`src/rtl/cpu_pkg.sv`:
```
// Shared CPU pipeline definitions: datapath/control widths, ALUC encodings and
// the all-zero bubble control word used when the ID/EX stage is killed.
package cpu_pkg;

  localparam int XLEN   = 32;
  localparam int TD_W   = 5;
  localparam int ALUC_W = 4;

  typedef enum logic [ALUC_W-1:0] {
    ALUC_ADD = 4'h0,
    ALUC_AND = 4'h1,
    ALUC_XOR = 4'h2,
    ALUC_SLL = 4'h3,
    ALUC_SUB = 4'h4,
    ALUC_OR  = 4'h5,
    ALUC_LUI = 4'h6,
    ALUC_SRL = 4'h7,
    ALUC_SRA = 4'hF
  } aluc_e;

  typedef struct packed {
    logic [TD_W-1:0]   td;
    logic              wreg;
    logic              m2reg;
    logic              wmem;
    logic [ALUC_W-1:0] aluc;
    logic              aluimm;
    logic              shift;
  } ctrl_t;

  // A bubble writes nothing and is never a load, so it cannot re-trigger a stall.
  localparam ctrl_t BUBBLE_CTRL = '0;

endpackage

```
`src/rtl/pipe_dffe.sv`:
```
// Pipeline field flop: async active-low reset to zero, enable, and a
// synchronous clear (only effective while enabled) to CLR_VAL.
module pipe_dffe #(
  parameter int           W       = 1,
  parameter logic [W-1:0] CLR_VAL = '0
) (
  input  logic         clk,
  input  logic         rst_n,
  input  logic         en,
  input  logic         clr,
  input  logic [W-1:0] d,
  output logic [W-1:0] q
);

  // NOTE: sequential state uses non-blocking (<=) so every flop samples
  // pre-edge values regardless of block evaluation order.
  always_ff @(posedge clk or negedge rst_n) begin
    if (!rst_n) begin
      q <= '0;
    end else if (en) begin
      q <= clr ? CLR_VAL : d;
    end
  end

endmodule

```
`src/rtl/id_ex_reg.sv`:
```
// ID/EX pipeline register with hold > flush > stall > load priority.
// Optional bubble/flush counters are compiled in with macro STALL_CNT_EN.
module id_ex_reg
  import cpu_pkg::*;
(
  input  logic              clk,
  input  logic              rst_n,
  input  logic              stall,
  input  logic              flush,
  input  logic              hold,
  input  logic              id_valid,
  input  logic [XLEN-1:0]   id_pc,
  input  logic [XLEN-1:0]   id_a,
  input  logic [XLEN-1:0]   id_b,
  input  logic [XLEN-1:0]   id_imm,
  input  logic [TD_W-1:0]   id_td,
  input  logic              id_wreg,
  input  logic              id_m2reg,
  input  logic              id_wmem,
  input  logic [ALUC_W-1:0] id_aluc,
  input  logic              id_aluimm,
  input  logic              id_shift,
  output logic              ex_valid,
  output logic [XLEN-1:0]   ex_pc,
  output logic [XLEN-1:0]   ex_a,
  output logic [XLEN-1:0]   ex_b,
  output logic [XLEN-1:0]   ex_imm,
  output logic [TD_W-1:0]   ex_td,
  output logic              ex_wreg,
  output logic              ex_LW,
  output logic              ex_wmem,
  output logic [ALUC_W-1:0] ex_aluc,
  output logic              ex_aluimm,
  output logic              ex_shift,
  output logic [15:0]       stall_cnt,
  output logic [15:0]       flush_cnt
);

  logic en;
  logic kill;

  assign en   = ~hold;
  // Invalid ID slots are squashed exactly like stalls/flushes.
  assign kill = flush | stall | ~id_valid;

  pipe_dffe #(.W(1))    u_valid (.clk, .rst_n, .en, .clr(kill), .d(id_valid), .q(ex_valid));
  pipe_dffe #(.W(XLEN)) u_pc    (.clk, .rst_n, .en, .clr(kill), .d(id_pc),    .q(ex_pc));
  pipe_dffe #(.W(XLEN)) u_a     (.clk, .rst_n, .en, .clr(kill), .d(id_a),     .q(ex_a));
  pipe_dffe #(.W(XLEN)) u_b     (.clk, .rst_n, .en, .clr(kill), .d(id_b),     .q(ex_b));
  pipe_dffe #(.W(XLEN)) u_imm   (.clk, .rst_n, .en, .clr(kill), .d(id_imm),   .q(ex_imm));

  pipe_dffe #(.W(TD_W), .CLR_VAL(BUBBLE_CTRL.td))
    u_td     (.clk, .rst_n, .en, .clr(kill), .d(id_td),     .q(ex_td));
  pipe_dffe #(.W(1), .CLR_VAL(BUBBLE_CTRL.wreg))
    u_wreg   (.clk, .rst_n, .en, .clr(kill), .d(id_wreg),   .q(ex_wreg));
  pipe_dffe #(.W(1), .CLR_VAL(BUBBLE_CTRL.m2reg))
    u_m2reg  (.clk, .rst_n, .en, .clr(kill), .d(id_m2reg),  .q(ex_LW));
  pipe_dffe #(.W(1), .CLR_VAL(BUBBLE_CTRL.wmem))
    u_wmem   (.clk, .rst_n, .en, .clr(kill), .d(id_wmem),   .q(ex_wmem));
  pipe_dffe #(.W(ALUC_W), .CLR_VAL(BUBBLE_CTRL.aluc))
    u_aluc   (.clk, .rst_n, .en, .clr(kill), .d(id_aluc),   .q(ex_aluc));
  pipe_dffe #(.W(1), .CLR_VAL(BUBBLE_CTRL.aluimm))
    u_aluimm (.clk, .rst_n, .en, .clr(kill), .d(id_aluimm), .q(ex_aluimm));
  pipe_dffe #(.W(1), .CLR_VAL(BUBBLE_CTRL.shift))
    u_shift  (.clk, .rst_n, .en, .clr(kill), .d(id_shift),  .q(ex_shift));

`ifdef STALL_CNT_EN
  // A combined stall+flush is one bubble and is counted only as a flush.
  always_ff @(posedge clk or negedge rst_n) begin
    if (!rst_n) begin
      stall_cnt <= '0;
      flush_cnt <= '0;
    end else if (!hold) begin
      if (flush) begin
        if (flush_cnt != 16'hFFFF) flush_cnt <= flush_cnt + 16'd1;
      end else if (stall) begin
        if (stall_cnt != 16'hFFFF) stall_cnt <= stall_cnt + 16'd1;
      end
    end
  end
`else
  assign stall_cnt = '0;
  assign flush_cnt = '0;
`endif

endmodule
```
`config.mk`:
```
export PLATFORM = sky130hd
export DESIGN_NAME = id_ex_reg
export DESIGN_NICKNAME = d
export VERILOG_FILES = /design/src/rtl/cpu_pkg.sv /design/src/rtl/pipe_dffe.sv /design/src/rtl/id_ex_reg.sv
export SDC_FILE = /design/constraint.sdc
export NUM_CORES = 1
export LEC_CHECK = 0
export CAP_MARGIN = 25
export CORE_UTILIZATION = 44
export DETAILED_ROUTE_END_ITERATION = 6
export PLACE_DENSITY = 0.86
export SLEW_MARGIN = 20
export SYNTH_ARGS = -nofsm -noshare
export SYNTH_HDL_FRONTEND = slang
export SYNTH_SLANG_ARGS = --single-unit
```
`constraint.sdc`:
```
create_clock -name clk -period 1.15 [get_ports clk]
set_input_delay 0.23 -clock clk [delete_from_list [all_inputs] [get_ports clk]]
set_output_delay 0.23 -clock clk [all_outputs]
set_load 0.02 [all_outputs]
```
==> flow_summary_export.csv <==
group,metric,value,unit
run_status,status,"finished with violations",
run_status,violations,"negative setup slack",
worst_setup_path,slowest_stage,"dfrtp_1",
cts,cts_tree,"yes",
placement,place_area,0.00955,mm^2
die,io-pin-count,323,
synth,synth_top_cell_area_share,54.5,%
global_routing,grt_pass1_vias,5555,
power,pwr-share-seq,39.5,%
synth,ys_ff_latch,143,
placement,post-place-ws,-0.555,ns
global_routing,grt_overflow,0,
worst_setup_path,critPathCaptureType,"output port",
cts,htreeDepth,4,
synth,synthDistinctLibCells,12,
timing,hold_viol,0,
placement,port-buffer-count,290,
timing,post-route-min-period,1.22,ns
die,fp.dieArea,0.0154,mm^2
timing,rsz0062_at_grt,"true",
cts,clock-sinks,143,
placement,gp_congestion,0.740,
power,swShare,23.9,%
power,power,13.5,mW
synth,yosys.area.top_type,"dfrtp_1",
timing,setup_ws,-0.0703,ns
final_layout,layout_commonest_cell,"buf_6",
timing,report.final.slew_viol_count,0,
placement,dp.cells,1102,
die,fp.dieH,124,um
timing,finalSetupTns,-2.91,ns
final_layout,mostFrequentLayoutCells,"buf_6 (145), nand2_1 (143), nand2b_1 (142), clkdlybuf4s50_1 (142), dfrtp_1 (142)",
cts,path_clk_slew,0.06,ns
cts,root_buffer,"clkbuf_16",
worst_setup_path,cp-start-kind,"flop",
worst_setup_path,critPathBufInv,1,
timing,fin_crit_sh,106,%
synth,yosys_warnings,0,
final_layout,instances_no_fill,1221,
final_layout,diodes,0,
synth,synth.area.top_cells,"dfrtp_1 (54%), nand2b_1 (14%), o21ai_2 (9.3%)",
power,p_int,10.3,mW
final_layout,final_area,0.0111,mm^2
routing,drtIter0Drc,321,
die,die_x,124,um
power,peakVddDrop,0.928,mV
final_layout,nets,1174,
worst_setup_path,crit_type,"reg2out",
global_routing,grt_max_degree,52,
cts,cts_made_buffers,17,
die,initial_utilization,45.2,%
global_routing,antenna_found_initial,0,
synth,synth.avg_cell_area,10.1,um^2
global_routing,track_usage,24.1,%
die,design.core.area,0.0145,mm^2
worst_setup_path,crit_fanout,2,
routing,viasPerCell,4.79,
final_layout,syn2layout_area_growth,69.4,%
worst_setup_path,critPathTopFamily,"flip-flops",
routing,wirelength,20.1,mm
synth,ys_seq_area_share,54.5,%
min_path,hold_path.class,"in2reg",
timing,clock_skew,0,ns
synth,synthCells,652,
worst_setup_path,cp.required,0.92,ns
power,power_density,1220,mW/mm^2
die,placementRows,44,
routing,final_antenna_net_count,0,
routing,drt_first_pass_iters,4,
worst_setup_path,crit_chain,"buf_6",
flow_run,max-cap-violations,0,
synth,synth.cell_area,0.00657,mm^2
worst_setup_path,cpPeakStageDelay,0.43,ns
power,comb_power_share,16.7,%
cts,insertion_delay,0.41,ns
routing,wl_per_cell,16.5,um
final_layout,final_layout_size_suffix_gt1_share,34.7,%
routing,vias,5854,
timing,fmax,0.819,GHz
worst_setup_path,cp.arrival,0.99,ns
timing,final-setup-viol-count,143,
cts,clockBufferDepth,2,
power,p_leak,5.27,nW
global_routing,grt_first_pass_wirelength,27.8,mm
routing,drc,0,
placement,hpwl,12.3,mm
power,p_sw,3.24,mW
power,p_clk_share,43.8,%
-- final timing paths --
| check | slack (ns) | from | depth (start not counted) | end |
|---|---|---|---|---|
| worst max-delay path | -0.07 | u_a.q[21] | 1 | ex_a[21] |
| worst min-delay path | 0.16 | hold | 3 | u_aluimm.q |
| worst max register to register | 0.21 | u_a.q[12] | 4 | u_a.q[12] |
| worst min register to register | 0.50 | u_pc.q[2] | 2 | u_pc.q[2] |
| max in group asynchronous | 0.42 | rst_n | 3 | u_imm.q[22] |
| min in group asynchronous | 0.24 | rst_n | 2 | u_pc.q[23] |
-- state kept, by name, indices dropped and copies added (netlist names) --
register / cells
u_a.q: 32
u_aluc.q: 4
u_aluimm.q: 1
u_b.q: 32
u_imm.q: 32
u_m2reg.q: 1
u_pc.q: 32
u_shift.q: 1
u_td.q: 5
u_valid.q: 1
u_wmem.q: 1
u_wreg.q: 1
-- what timing repair did --
action,in CTS,in global routing
pin swaps,2,1
resized for setup,868,7
hold buffers,1,0
hold endpoints to repair,143,0
cloned,4,0
setup endpoints to repair,217,149
setup buffers,41,43
-- stage by stage --
step | util (%) | hold WS (ns)
after floorplan | - | -0.0656
after global placement | 65.7 | 0.104
after detailed placement | 65.7 | 0.108
after CTS | 74.4 | 0.150
after global routing | 76.6 | 0.164
final | 76.6 | 0.159
-- layout make-up --
cell class,instances,area (um^2)
timing repair buffer,403,4150
tap,184,230
fill,917,3400
sequential,143,3580
multi-input combinational,461,2540
clock inverter,12,193
clock buffer,18,439
-- Yosys cell counts, drive strengths merged --
library cell,count
dfrtp,143
nand2,143
or3b,1
o21ai,143
buf,58
nand2b,142
clkbuf,21
conb,1
-- power by group through the flow --
stage	Sequential (mW)	Combinational [mW]	Clock (mW)
4_1_cts	5.35	2.17	6.03
3_3_place_gp	5.39	1.97	0
3_5_place_dp	5.40	2.00	0
5_1_grt	5.37	2.42	6.26
6_report	5.36	2.26	5.93
2_1_floorplan	5.62	0.730	0
-- kinds of logic after synthesis --
family,count (synthesis),share of synthesized area (%)
flops,143,54.5
simple gates,286,21.8
compound gates,143,14.9
other cells,1,0.0571
buf+inv,79,8.76
-- metal layers --
metal,share of wire (%),global-route usage (%),wire length [um]
met1,37,26.2,7350
met4,2.6,10.2,515
met5,0,0,0
met2,51,41.6,10300
met3,9.7,9.43,1940
Power figures use the tool's default switching activity.
